==> src/rtl/store_commit_drain_unit.sv <==
// store_commit_drain_unit: drains committed store-queue head entries to the
// DCache through WRITE_PORT_NUM req/ack write ports, releasing SQ entries
// strictly in program order.
// Optional feature macro: STORE_COMMIT_COALESCE_EN (merges slot k+1 into slot k
// when both write the same line; undefined = one write per store).

package store_commit_drain_pkg;
  typedef enum logic [1:0] {
    S_IDLE = 2'd0,
    S_REQ  = 2'd1,
    S_DONE = 2'd2
  } slot_st_e;
endpackage

// Per-slot next-state/payload step, evaluated before the release shift.
module store_commit_drain_slot
  import store_commit_drain_pkg::*;
#(
  parameter int ADDR_WIDTH = 32,
  parameter int LINE_WIDTH = 128
) (
  input  slot_st_e                  st_q,
  input  logic                      elig,
  input  logic                      cond_en,
  input  logic                      ack,
  input  logic                      absorb,
  input  logic                      mrg_vld,
  input  logic [ADDR_WIDTH-1:0]     rd_addr,
  input  logic [LINE_WIDTH-1:0]     rd_data,
  input  logic [LINE_WIDTH/8-1:0]   rd_be,
  input  logic [LINE_WIDTH-1:0]     mrg_data,
  input  logic [LINE_WIDTH/8-1:0]   mrg_be,
  input  logic [ADDR_WIDTH-1:0]     cur_addr,
  input  logic [LINE_WIDTH-1:0]     cur_data,
  input  logic [LINE_WIDTH/8-1:0]   cur_be,
  output slot_st_e                  st_nxt,
  output logic [ADDR_WIDTH-1:0]     nxt_addr,
  output logic [LINE_WIDTH-1:0]     nxt_data,
  output logic [LINE_WIDTH/8-1:0]   nxt_be
);
  logic [LINE_WIDTH-1:0] fill_data;

  // Younger merged bytes override this slot's bytes
  always_comb begin
    fill_data = rd_data;
    for (int b = 0; b < LINE_WIDTH/8; b++) begin
      if (mrg_vld && mrg_be[b]) fill_data[b*8 +: 8] = mrg_data[b*8 +: 8];
    end
  end

  // IDLE -> REQ (capture payload) or DONE (no write); REQ -> DONE on ack
  always_comb begin
    st_nxt   = st_q;
    nxt_addr = cur_addr;
    nxt_data = cur_data;
    nxt_be   = cur_be;
    case (st_q)
      S_IDLE: begin
        if (elig) begin
          if (cond_en && !absorb) begin
            st_nxt   = S_REQ;
            nxt_addr = rd_addr;
            nxt_data = fill_data;
            nxt_be   = rd_be | (mrg_vld ? mrg_be : '0);
          end else begin
            st_nxt = S_DONE;
          end
        end
      end
      S_REQ:   if (ack) st_nxt = S_DONE;
      default: ;
    endcase
  end
endmodule

module store_commit_drain_unit
  import store_commit_drain_pkg::*;
#(
  parameter int WRITE_PORT_NUM = 2,
  parameter int COMMIT_WIDTH   = 4,
  parameter int SQ_ENTRY_NUM   = 16,
  parameter int ADDR_WIDTH     = 32,
  parameter int LINE_WIDTH     = 128
) (
  input  logic                                                  clk,
  input  logic                                                  rst,
  input  logic                                                  commitStore,
  input  logic [$clog2(COMMIT_WIDTH+1)-1:0]                     commitStoreNum,
  input  logic [$clog2(SQ_ENTRY_NUM+1)-1:0]                     sqCount,
  output logic [WRITE_PORT_NUM-1:0][$clog2(SQ_ENTRY_NUM)-1:0]   retiredPtr,
  input  logic [WRITE_PORT_NUM-1:0][ADDR_WIDTH-1:0]             retiredAddr,
  input  logic [WRITE_PORT_NUM-1:0][LINE_WIDTH-1:0]             retiredData,
  input  logic [WRITE_PORT_NUM-1:0][LINE_WIDTH/8-1:0]           retiredByteWE,
  input  logic [WRITE_PORT_NUM-1:0]                             retiredCondEnabled,
  output logic [WRITE_PORT_NUM-1:0]                             dcWriteReq,
  input  logic [WRITE_PORT_NUM-1:0]                             dcWriteAck,
  output logic [WRITE_PORT_NUM-1:0][ADDR_WIDTH-1:0]             dcWriteAddr,
  output logic [WRITE_PORT_NUM-1:0][LINE_WIDTH-1:0]             dcWriteData,
  output logic [WRITE_PORT_NUM-1:0][LINE_WIDTH/8-1:0]           dcWriteByteWE,
  output logic                                                  releaseStoreQueueHead,
  output logic [$clog2(WRITE_PORT_NUM+1)-1:0]                   releaseStoreQueueHeadEntryNum,
  output logic                                                  busyInRecovery,
  output logic                                                  overflowErr
);
  localparam int W     = WRITE_PORT_NUM;
  localparam int PTR_W = $clog2(SQ_ENTRY_NUM);
  localparam int CNT_W = $clog2(SQ_ENTRY_NUM+1);
  localparam int NUM_W = $clog2(COMMIT_WIDTH+1);
  localparam int REL_W = $clog2(WRITE_PORT_NUM+1);
  localparam int BE_W  = LINE_WIDTH/8;
  localparam int SUM_W = CNT_W + NUM_W;

  typedef struct packed {
    logic [ADDR_WIDTH-1:0] addr;
    logic [LINE_WIDTH-1:0] data;
    logic [BE_W-1:0]       be;
  } wr_req_t;

  logic [PTR_W-1:0]      head_q, head_d;
  logic [CNT_W-1:0]      pend_q, pend_d;
  logic                  err_q, err_d;
  slot_st_e              st_q   [W];
  slot_st_e              st_d   [W];
  slot_st_e              st_pre [W];
  wr_req_t [W-1:0]       pl_q, pl_d;
  logic [W-1:0][ADDR_WIDTH-1:0] pre_addr;
  logic [W-1:0][LINE_WIDTH-1:0] pre_data;
  logic [W-1:0][BE_W-1:0]       pre_be;

  logic [W-1:0]          elig;
  logic [W-1:0]          absorb;
  logic [W-1:0]          mrg_vld;
  logic [REL_W-1:0]      rel_cnt;
  logic [SUM_W-1:0]      add_sum, pend_sum;

  // Slot k is backed by SQ entry head+k; it may act once k < pending
  always_comb begin
    for (int k = 0; k < W; k++) begin
      elig[k]       = (pend_q > CNT_W'(k));
      retiredPtr[k] = head_q + PTR_W'(k);
    end
  end

`ifdef STORE_COMMIT_COALESCE_EN
  // Fold slot k+1 into slot k when both issue to the same line this cycle
  always_comb begin
    absorb  = '0;
    mrg_vld = '0;
    for (int k = 0; k < W-1; k++) begin
      if (st_q[k] == S_IDLE && elig[k] && retiredCondEnabled[k] && !absorb[k] &&
          st_q[k+1] == S_IDLE && elig[k+1] && retiredCondEnabled[k+1] &&
          retiredAddr[k] == retiredAddr[k+1]) begin
        absorb[k+1] = 1'b1;
        mrg_vld[k]  = 1'b1;
      end
    end
  end
`else
  assign absorb  = '0;
  assign mrg_vld = '0;
`endif

  for (genvar k = 0; k < W; k++) begin : g_slot
    logic [LINE_WIDTH-1:0] m_data;
    logic [BE_W-1:0]       m_be;
    if (k < W-1) begin : g_nxt
      assign m_data = retiredData[k+1];
      assign m_be   = retiredByteWE[k+1];
    end else begin : g_last
      assign m_data = '0;
      assign m_be   = '0;
    end

    store_commit_drain_slot #(
      .ADDR_WIDTH(ADDR_WIDTH),
      .LINE_WIDTH(LINE_WIDTH)
    ) u_slot (
      .st_q     (st_q[k]),
      .elig     (elig[k]),
      .cond_en  (retiredCondEnabled[k]),
      .ack      (dcWriteAck[k]),
      .absorb   (absorb[k]),
      .mrg_vld  (mrg_vld[k]),
      .rd_addr  (retiredAddr[k]),
      .rd_data  (retiredData[k]),
      .rd_be    (retiredByteWE[k]),
      .mrg_data (m_data),
      .mrg_be   (m_be),
      .cur_addr (pl_q[k].addr),
      .cur_data (pl_q[k].data),
      .cur_be   (pl_q[k].be),
      .st_nxt   (st_pre[k]),
      .nxt_addr (pre_addr[k]),
      .nxt_data (pre_data[k]),
      .nxt_be   (pre_be[k])
    );
  end

  // Release only the unbroken run of DONE slots starting at slot 0
  always_comb begin
    logic run;
    run     = 1'b1;
    rel_cnt = '0;
    for (int k = 0; k < W; k++) begin
      if (run && st_q[k] == S_DONE) rel_cnt = rel_cnt + REL_W'(1);
      else                          run     = 1'b0;
    end
  end

  // Shift surviving slots down by the release count; vacated slots refill IDLE
  always_comb begin
    for (int i = 0; i < W; i++) begin
      st_d[i] = S_IDLE;
      pl_d[i] = '0;
      for (int j = 0; j < W; j++) begin
        if (j == i + int'(rel_cnt)) begin
          st_d[i] = st_pre[j];
          pl_d[i] = '{addr: pre_addr[j], data: pre_data[j], be: pre_be[j]};
        end
      end
    end
  end

  // Pending bookkeeping: commit and release apply together, clamp on overflow
  always_comb begin
    head_d   = head_q + PTR_W'(rel_cnt);
    add_sum  = SUM_W'(pend_q) + (commitStore ? SUM_W'(commitStoreNum) : '0);
    pend_sum = (add_sum > SUM_W'(rel_cnt)) ? add_sum - SUM_W'(rel_cnt) : '0;
    err_d    = err_q;
    if (pend_sum > SUM_W'(sqCount)) begin
      pend_d = sqCount;
      err_d  = 1'b1;
    end else begin
      pend_d = CNT_W'(pend_sum);
    end
  end

  // All drain state; reset abandons any outstanding write
  always_ff @(posedge clk or posedge rst) begin
    if (rst) begin
      head_q <= '0;
      pend_q <= '0;
      err_q  <= 1'b0;
      pl_q   <= '0;
      for (int k = 0; k < W; k++) st_q[k] <= S_IDLE;
    end else begin
      head_q <= head_d;
      pend_q <= pend_d;
      err_q  <= err_d;
      pl_q   <= pl_d;
      for (int k = 0; k < W; k++) st_q[k] <= st_d[k];
    end
  end

  // Requests and payload come straight from slot flops
  always_comb begin
    for (int k = 0; k < W; k++) begin
      dcWriteReq[k]    = (st_q[k] == S_REQ);
      dcWriteAddr[k]   = pl_q[k].addr;
      dcWriteData[k]   = pl_q[k].data;
      dcWriteByteWE[k] = pl_q[k].be;
    end
    releaseStoreQueueHead         = (rel_cnt != '0);
    releaseStoreQueueHeadEntryNum = rel_cnt;
    busyInRecovery                = (pend_q != '0) | (|dcWriteReq);
    overflowErr                   = err_q;
  end
endmodule

==> config.mk <==
export PLATFORM = sky130hd
export DESIGN_NAME = store_commit_drain_unit
export DESIGN_NICKNAME = d
export VERILOG_FILES = /design/src/rtl/store_commit_drain_unit.sv
export SDC_FILE = /design/constraint.sdc
export NUM_CORES = 1
export LEC_CHECK = 0
export CAP_MARGIN = 5
export CORE_AREA = 5 5 283 285
export CTS_BUF_LIST = sky130_fd_sc_hd__clkbuf_8 sky130_fd_sc_hd__clkbuf_16
export CTS_CLUSTER_DIAMETER = 200
export DETAILED_ROUTE_END_ITERATION = 10
export DIE_AREA = 0 0 288 290
export GPL_TIMING_DRIVEN = 0
export SKIP_LAST_GASP = 1
export SLEW_MARGIN = 20
export SYNTH_ARGS = -nofsm -noshare
export SYNTH_HDL_FRONTEND = slang
export SYNTH_SLANG_ARGS = --single-unit
export TNS_END_PERCENT = 5
==> constraint.sdc <==
create_clock -name clk -period 12.1 [get_ports clk]
set_clock_uncertainty 0.05 [all_clocks]
set_input_delay 2.42 -clock clk [delete_from_list [all_inputs] [get_ports clk]]
set_output_delay 2.42 -clock clk [all_outputs]
set_load 0.02 [all_outputs]
==> results of run 1 <==
[through the flow]
stage	hold WS, ps	util [%]	instances	power [mW]
4_1_cts	425	34.1	3159	6.92
3_5_place_dp	407	32.3	3083	5.61
5_1_grt	434	34.1	3169	7.23
3_3_place_gp	402	32.0	3071	5.53
6_report	421	34.2	3171	6.84
2_1_floorplan	442	-	1298	3.86
[cells in the mapped netlist, types with 2 or more instances]
cell	instances	share of area [%]
a211oi_1	2	0.094
o31ai_1	3	0.14
mux2_2	4	0.28
and3_1	2	0.078
nor2_1	181	4.2
ha_1	13	1.0
nor3_1	2	0.062
a21o_1	3	0.14
buf_8	3	0.28
and2_1	4	0.16
inv_1	14	0.33
dfrtp_1	366	57
a21oi_1	10	0.31
clkbuf_1	58	1.4
fa_1	3	0.37
buf_12	11	1.4
buf_4	18	0.84
o21ai_0	11	0.34
nor2b_1	5	0.20
xor2_1	3	0.16
mux2i_1	353	22
buf_2	7	0.22
xnor2_1	5	0.27
or2_2	2	0.078
nand2b_1	4	0.16
a31oi_1	3	0.12
nand3_1	6	0.19
o22ai_1	177	6.9
o211ai_1	2	0.094
buf_6	3	0.21
nand2_1	7	0.16
[report_power, final]
group / internal, mW / total (mW) / switching (mW)
combinational: 1.54 / 3.61 / 2.07
sequential: 1.66 / 1.95 / 0.288
clock: 0.746 / 1.28 / 0.530
[logic make-up (layout without fill, tap and decap cells)]
family                     Yosys count  after routing  synth area share, %
buffers and inverters              115            936                 4.63
DFF                                366            366                 57.1
other                                0             12                    0
adders and majority gates           16             16                 1.39
xor gates and xnor gates             8              8                0.437
and+or+nand+nor                    220            220                 5.68
AOI/OAI and AO/OA                  216            216                 8.43
muxes                              357            357                 22.3
[flip-flops by register name, summed over array words and instances (netlist names)]
name           cells
dcWriteAddr       64
dcWriteByteWE     32
dcWriteData      256
head_q             4
overflowErr        1
pend_q             5
st_q               4
[critical path, delay by kind of cell]
kind	cells	cell delay, ps
fa+ha+maj	4	1370
simple gates	5	1210
compound gates	4	720
buf+inv	1	430
mux	1	410
[how the worst max path moves through the flow]
stage	depth (start not counted)	endpoint	startpoint
after detailed placement	15	pend_q[2]	commitStore
after global routing	15	pend_q[2]	commitStore
after CTS	7	releaseStoreQueueHeadEntryNum[0]	st_q[3]
after global placement	2	dcWriteData[35]	rst
final	15	pend_q[1]	commitStore
after floorplan	1	dcWriteAddr[0]	rst
[layout make-up]
type | count | area, um^2 | area share (%)
Tap cell | 1040 | 1300 | 4.94
Antenna cell | 12 | 30.0 | 0.114
Clock inverter | 27 | 209 | 0.794
Sequential cell | 366 | 9160 | 34.8
Inverter | 15 | 60.1 | 0.228
Multi-Input combinational cell | 817 | 6130 | 23.3
Timing Repair Buffer | 745 | 7580 | 28.8
Buffer | 100 | 696 | 2.64
Clock buffer | 49 | 1160 | 4.40
[routing by layer]
| metal | share of wire [%] | wire length, um |
|---|---|---|
| met4 | 4.0 | 3010 |
| met3 | 9.3 | 7060 |
| met5 | 0.032 | 24 |
| met1 | 36 | 27000 |
| met2 | 51 | 38700 |
==> summary.txt, run 1 <==
Critical path
  • Crit path launch type: input port
  • Crit path kind: input port to register
  • Most frequent CP cell: ha_1
  • Crit end category: register
  • Worst path slowest cell: fa_1
  • CP required: 12,490 ps
  • Max stage delay on crit path: 490 ps
  • Origin of the critical flop-to-flop path: st_q[3]
  • Worst-case reg-to-reg path depth: 16
  • Worst-path fanout max: 4
  • R2r endpoint: pend_q[1]
  • CP Data Arrival Time: around 6600 ps
  • Cell chain of the critical path: clkdlybuf4s50_1, and2_1, ha_1, fa_1, ha_1, nor2b_1, nor3_1, o21ai_0, a31oi_1, nor2_1, ha_1, a211oi_1, a21oi_1, nor3_1, mux2_2
  • Flop-to-flop setup slack: 6780 ps

Drt
  • DRT Pass-1 Iters: 5
  • WL final: approximately 76 mm
  • Drt drc: 0
  • Detailed-route wire length per cell: 23.9 um
  • Antenna-violating nets left: 0
  • Via/cell ratio: 4.47
  • DR vias: around 14,000
  • 1st-iter DRT viols: 554

Global route
  • Vias in the first global route: approximately 16,000
  • GR peak layer: met2
  • Grt total ovfl: 0
  • Met1 usage in global routing: 18.7%
  • M2 GR Usage: 30.7%
  • Initial antenna violation count: 20
  • Largest net degree at the start of global routing: 35
  • First-pass GRT wire length: around 110 mm
  • GRT Util Overall: between 15 and 20%
  • Grt met3 use: 5.84%

Clock tree
  • Hold Buf Count CTS: 0
  • Root buffer cell: clkbuf_16
  • CTS Sinks: 366
  • # H-tree levels: 2
  • CTS resizes: 0
  • Worst-path clk slew: 60 ps
  • CTS tree: yes
  • Inserted Clock Buffers: 43
  • Longest Clk Path Bufs: 3
  • Clock latency on the worst-skew pair: 560 ps
  • Post-CTS setup buffers: 0

Synthesis
  • Synthesized area per cell: 12.4 um^2
  • Register area share after synthesis: 57.1%
  • Post-synthesis cell area: 0.0160 mm^2
  • Async set or reset register ratio after synthesis: 100%
  • Top_reg_cell synth: dfrtp_1
  • Syn Nets: 1,681
  • Cells after Synth: 1,298
  • Distinct cells, synth: 44
  • Post-synth EDFFs: 0
  • YS warnings: 0
  • FF+latch count, synth: between 300 and 400

Job
  • Max Cap Viol: 0

Placed design
  • IO buf count: 733
  • GP Congestion: between 0.8 and 0.9
  • Placement Cell Area: approximately 0.025 mm^2
  • DPL Wire Length: 60.2 mm
  • Pre-CTS setup slack: 5330 ps

Min path
  • Hold Startpoint: overflowErr
  • HP Class: register to register
  • Hold Path Stages: 1
  • Worst hold endpoint: overflowErr

Power and ir drop
  • Worst vdd ir: 124 uV
  • Cell Pwr Density: 260 mW/mm^2
  • Static leakage: between 10 and 15 nW

Layout
  • Nets: 2,471
  • Fin area: 0.0263 mm^2
  • Area grow syn2layout: 64.2%
  • Layout cells sized above 1: 6.42%
  • Commonest cells after routing, fill and taps aside: 733 x clkdlybuf4s50_1, 366 x dfrtp_1, 353 x mux2i_1
  • Commonest non-fill, non-tap cell in the layout: clkdlybuf4s50_1
  • Fillers: 7,788

Timing
  • Final Hold Viols: 0
  • Slack of the critical path: about 5900 ps
  • Slew HR: 31.4%
  • RSZ-0062 raised after global routing: false
  • Max Freq: roughly 0.16 GHz
  • Worst slew pin tran: between 1000 and 1500 ps
  • Slew Limit Fails: 0
  • Minimum clock period: 6180 ps
  • Final count of negative-setup-slack endpoints: 0
  • Final worst path period share: 51.0%
  • Fin Setup TNS: 0 ps

Die
  • I/O Pins: 734
  • Row Count: 102
  • Die H: approximately 290 um
  • Die width: 288 um
  • Die area: between 0.08 and 0.09 mm^2
  • Area of the core: 0.0771 mm^2
  • Initial Util: 20.8%

Outcome
  • Status: finished clean
(Power assumes the default switching activity.)
==> run 2: changes to the inputs <==
--- a/config.mk
+++ b/config.mk
@@ -6,11 +6,11 @@
 export NUM_CORES = 1
 export LEC_CHECK = 0
 export CAP_MARGIN = 5
-export CORE_AREA = 5 5 283 285
+export CORE_AREA = 5 5 285 287
 export CTS_BUF_LIST = sky130_fd_sc_hd__clkbuf_8 sky130_fd_sc_hd__clkbuf_16
 export CTS_CLUSTER_DIAMETER = 200
 export DETAILED_ROUTE_END_ITERATION = 10
-export DIE_AREA = 0 0 288 290
+export DIE_AREA = 0 0 290 292
 export GPL_TIMING_DRIVEN = 0
 export SKIP_LAST_GASP = 1
 export SLEW_MARGIN = 20
==> constraint.sdc (replaced) <==
create_clock -name clk -period 5.7 [get_ports clk]
set_clock_uncertainty 0.05 [all_clocks]
set_input_delay 1.14 -clock clk [delete_from_list [all_inputs] [get_ports clk]]
set_output_delay 1.14 -clock clk [all_outputs]
set_load 0.02 [all_outputs]
==> summary.txt, run 2 (synthesis results as in run 1) <==
Outcome
  • Status: finished clean

Critical path
  • Cell chain of the critical path: nand2b_1, clkinv_1, nand2_1, clkbuf_1, clkbuf_2, inv_1, ha_1, fa_1, o2111ai_1, o211ai_1, or2_2, ha_1, mux2i_1, a21oi_1, nor3_1, mux2_2
  • Worst-path fanout max: 10
  • Max stage delay on crit path: 510 ps
  • Worst path slowest cell: fa_1
  • Crit end category: register
  • CP Data Arrival Time: 5520 ps
  • CP required: slightly above 6000 ps
  • Crit path kind: register to register
  • Buf/Inv on CP: 4
  • Worst Setup SP: st_q[3]
  • Crit path max-delay family: simple AND/OR/NAND/NOR gates
  • Origin of the critical flop-to-flop path: st_q[3]
  • Crit path launch type: register
  • Most frequent CP cell: ha_1

Die
  • I/O Pins: 734
  • Die area: 0.0847 mm^2
  • Initial Util: 20.5%
  • Die H: 292 um
  • Die width: slightly below 300 um
  • Area of the core: a little under 0.08 mm^2
  • Row Count: 103

Layout
  • Area occupied by registers: 0.00916 mm^2
  • Area grow syn2layout: 65.0%
  • Fin area: 0.0265 mm^2
  • Largest register FFs: approximately 260
  • Commonest cells after routing, fill and taps aside: 733 x clkdlybuf4s50_1, 366 x dfrtp_1, 353 x mux2i_1
  • Fin util: around a third
  • Fillers: between 7,000 and 8,000
  • Nets: ~2,500
  • Layout cells sized above 1: 6.59%
  • Fin cells: 3,178
  • Commonest non-fill, non-tap cell in the layout: clkdlybuf4s50_1
  • Area occupied by multi-input gates: 0.00613 mm^2

Global route
  • Grt total ovfl: 0
  • First-pass GRT wire length: 108 mm
  • Initial antenna violation count: 9
  • Largest net degree at the start of global routing: 36
  • Vias in the first global route: 15,800
  • GRT Util Overall: 16.7%

Drt
  • Detailed-route wire length per cell: about 23 um
  • 1st-iter DRT viols: 505
  • Antenna-violating nets left: 0
  • Via/cell ratio: between 4 and 5
  • Drt drc: 0
  • DR vias: 14,100
  • WL final: 74.4 mm
  • DRT Pass-1 Iters: 4

Clock tree
  • CTS tree: yes
  • Longest Clk Path Bufs: 3
  • # H-tree levels: 2
  • Post-CTS setup buffers: 0
  • Clock latency on the worst-skew pair: between 500 and 600 ps
  • Root buffer cell: clkbuf_16
  • Worst-path clk slew: 60 ps
  • CTS Sinks: 366
  • Hold Buf Count CTS: 0
  • Inserted Clock Buffers: 43

Power and ir drop
  • Worst vdd ir: 232 uV
  • Static leakage: 13.0 nW
  • Cell Pwr Density: 552 mW/mm^2

Min path
  • Hold Startpoint: overflowErr
  • HP Class: register to register

Timing
  • Slew Limit Fails: 0
  • Max Freq: 0.195 GHz
  • Final count of negative-setup-slack endpoints: 0
  • Slew HR: 31.6%
  • Final worst path period share: 90.1%
  • Slack of the critical path: 564 ps
  • Minimum clock period: 5140 ps
  • Hold WS: 427 ps
  • RSZ-0062 raised after global routing: false
  • Worst slew pin tran: 1030 ps
  • Final Hold Viols: 0

Placed design
  • IO buf count: 733
  • Cell total after placement: between 3,000 and 4,000
  • GP Congestion: between 0.8 and 0.9
  • Placement Cell Area: 0.0250 mm^2
  • Pre-CTS setup slack: 246 ps
  • DPL Wire Length: 59.6 mm

Job
  • Max Cap Viol: 0
-- run 2: cell type report --
| type | count | share of cell area [%] |
|---|---|---|
| flip-flops and latches | 366 | 34.6 |
| repair buffers | 746 | 28.8 |
| multi-input cells | 817 | 23.2 |
| clock buffers | 60 | 4.99 |
| well taps | 1050 | 4.96 |
| plain buffers | 100 | 2.61 |
| clock inverters | 19 | 0.577 |
| inverters | 15 | 0.227 |
| diodes | 5 | 0.0473 |
-- run 2: worst paths after layout --
path | end | slack, ps | depth (start not counted)
max | pend_q[2] | 560 | 16
min | overflowErr | 430 | 1
max reg2reg | pend_q[2] | 560 | 16
min reg2reg | overflowErr | 430 | 1
max in group asynchronous | dcWriteData[29] | 2910 | 9
min in group asynchronous | st_q[3] | 890 | 2
-- run 2: timing repair --
action                     CTS  global route
hold endpoints to repair     0             0
setup endpoints to repair    0             1
gates resized for setup      0             2
-- run 2: stage by stage --
step                      setup TNS [ps]  power, mW
after global routing                   0       15.4
after detailed placement               0       11.9
after global placement          -1049530       11.7
after floorplan                  -146470       8.20
after CTS                              0       14.8
final                                  0       14.6
-- run 2: power by group --
| group | switching (mW) | internal (mW) |
|---|---|---|
| clock network | 1.13 | 1.70 |
| logic | 4.36 | 3.28 |
| registers | 0.604 | 3.53 |
| total | 6.10 | 8.50 |
-- run 2: per-layer routing --
metal  routed length [um]  vias up  part of all wire (%)  track usage [%]
li1                     -     6273                     -                -
met1                27500     7099                    37             18.0
met2                38600      610                    52             30.9
met3                 6290      102                   8.5             6.14
met4                 2050        2                   2.8             4.42
met5                    7        -                0.0094                0
-- run 2: worst register-to-register path, stage by stage, from the launching register on --
cell and delay [ps]:
dfrtp_1 460, nand2b_1 130, clkinv_1 120, nand2_1 450, clkbuf_1 480, clkbuf_2 370
inv_1 180, ha_1 270, fa_1 510, o2111ai_1 130, o211ai_1 150, or2_2 300
ha_1 290, mux2i_1 180, a21oi_1 90, nor3_1 450, mux2_2 410
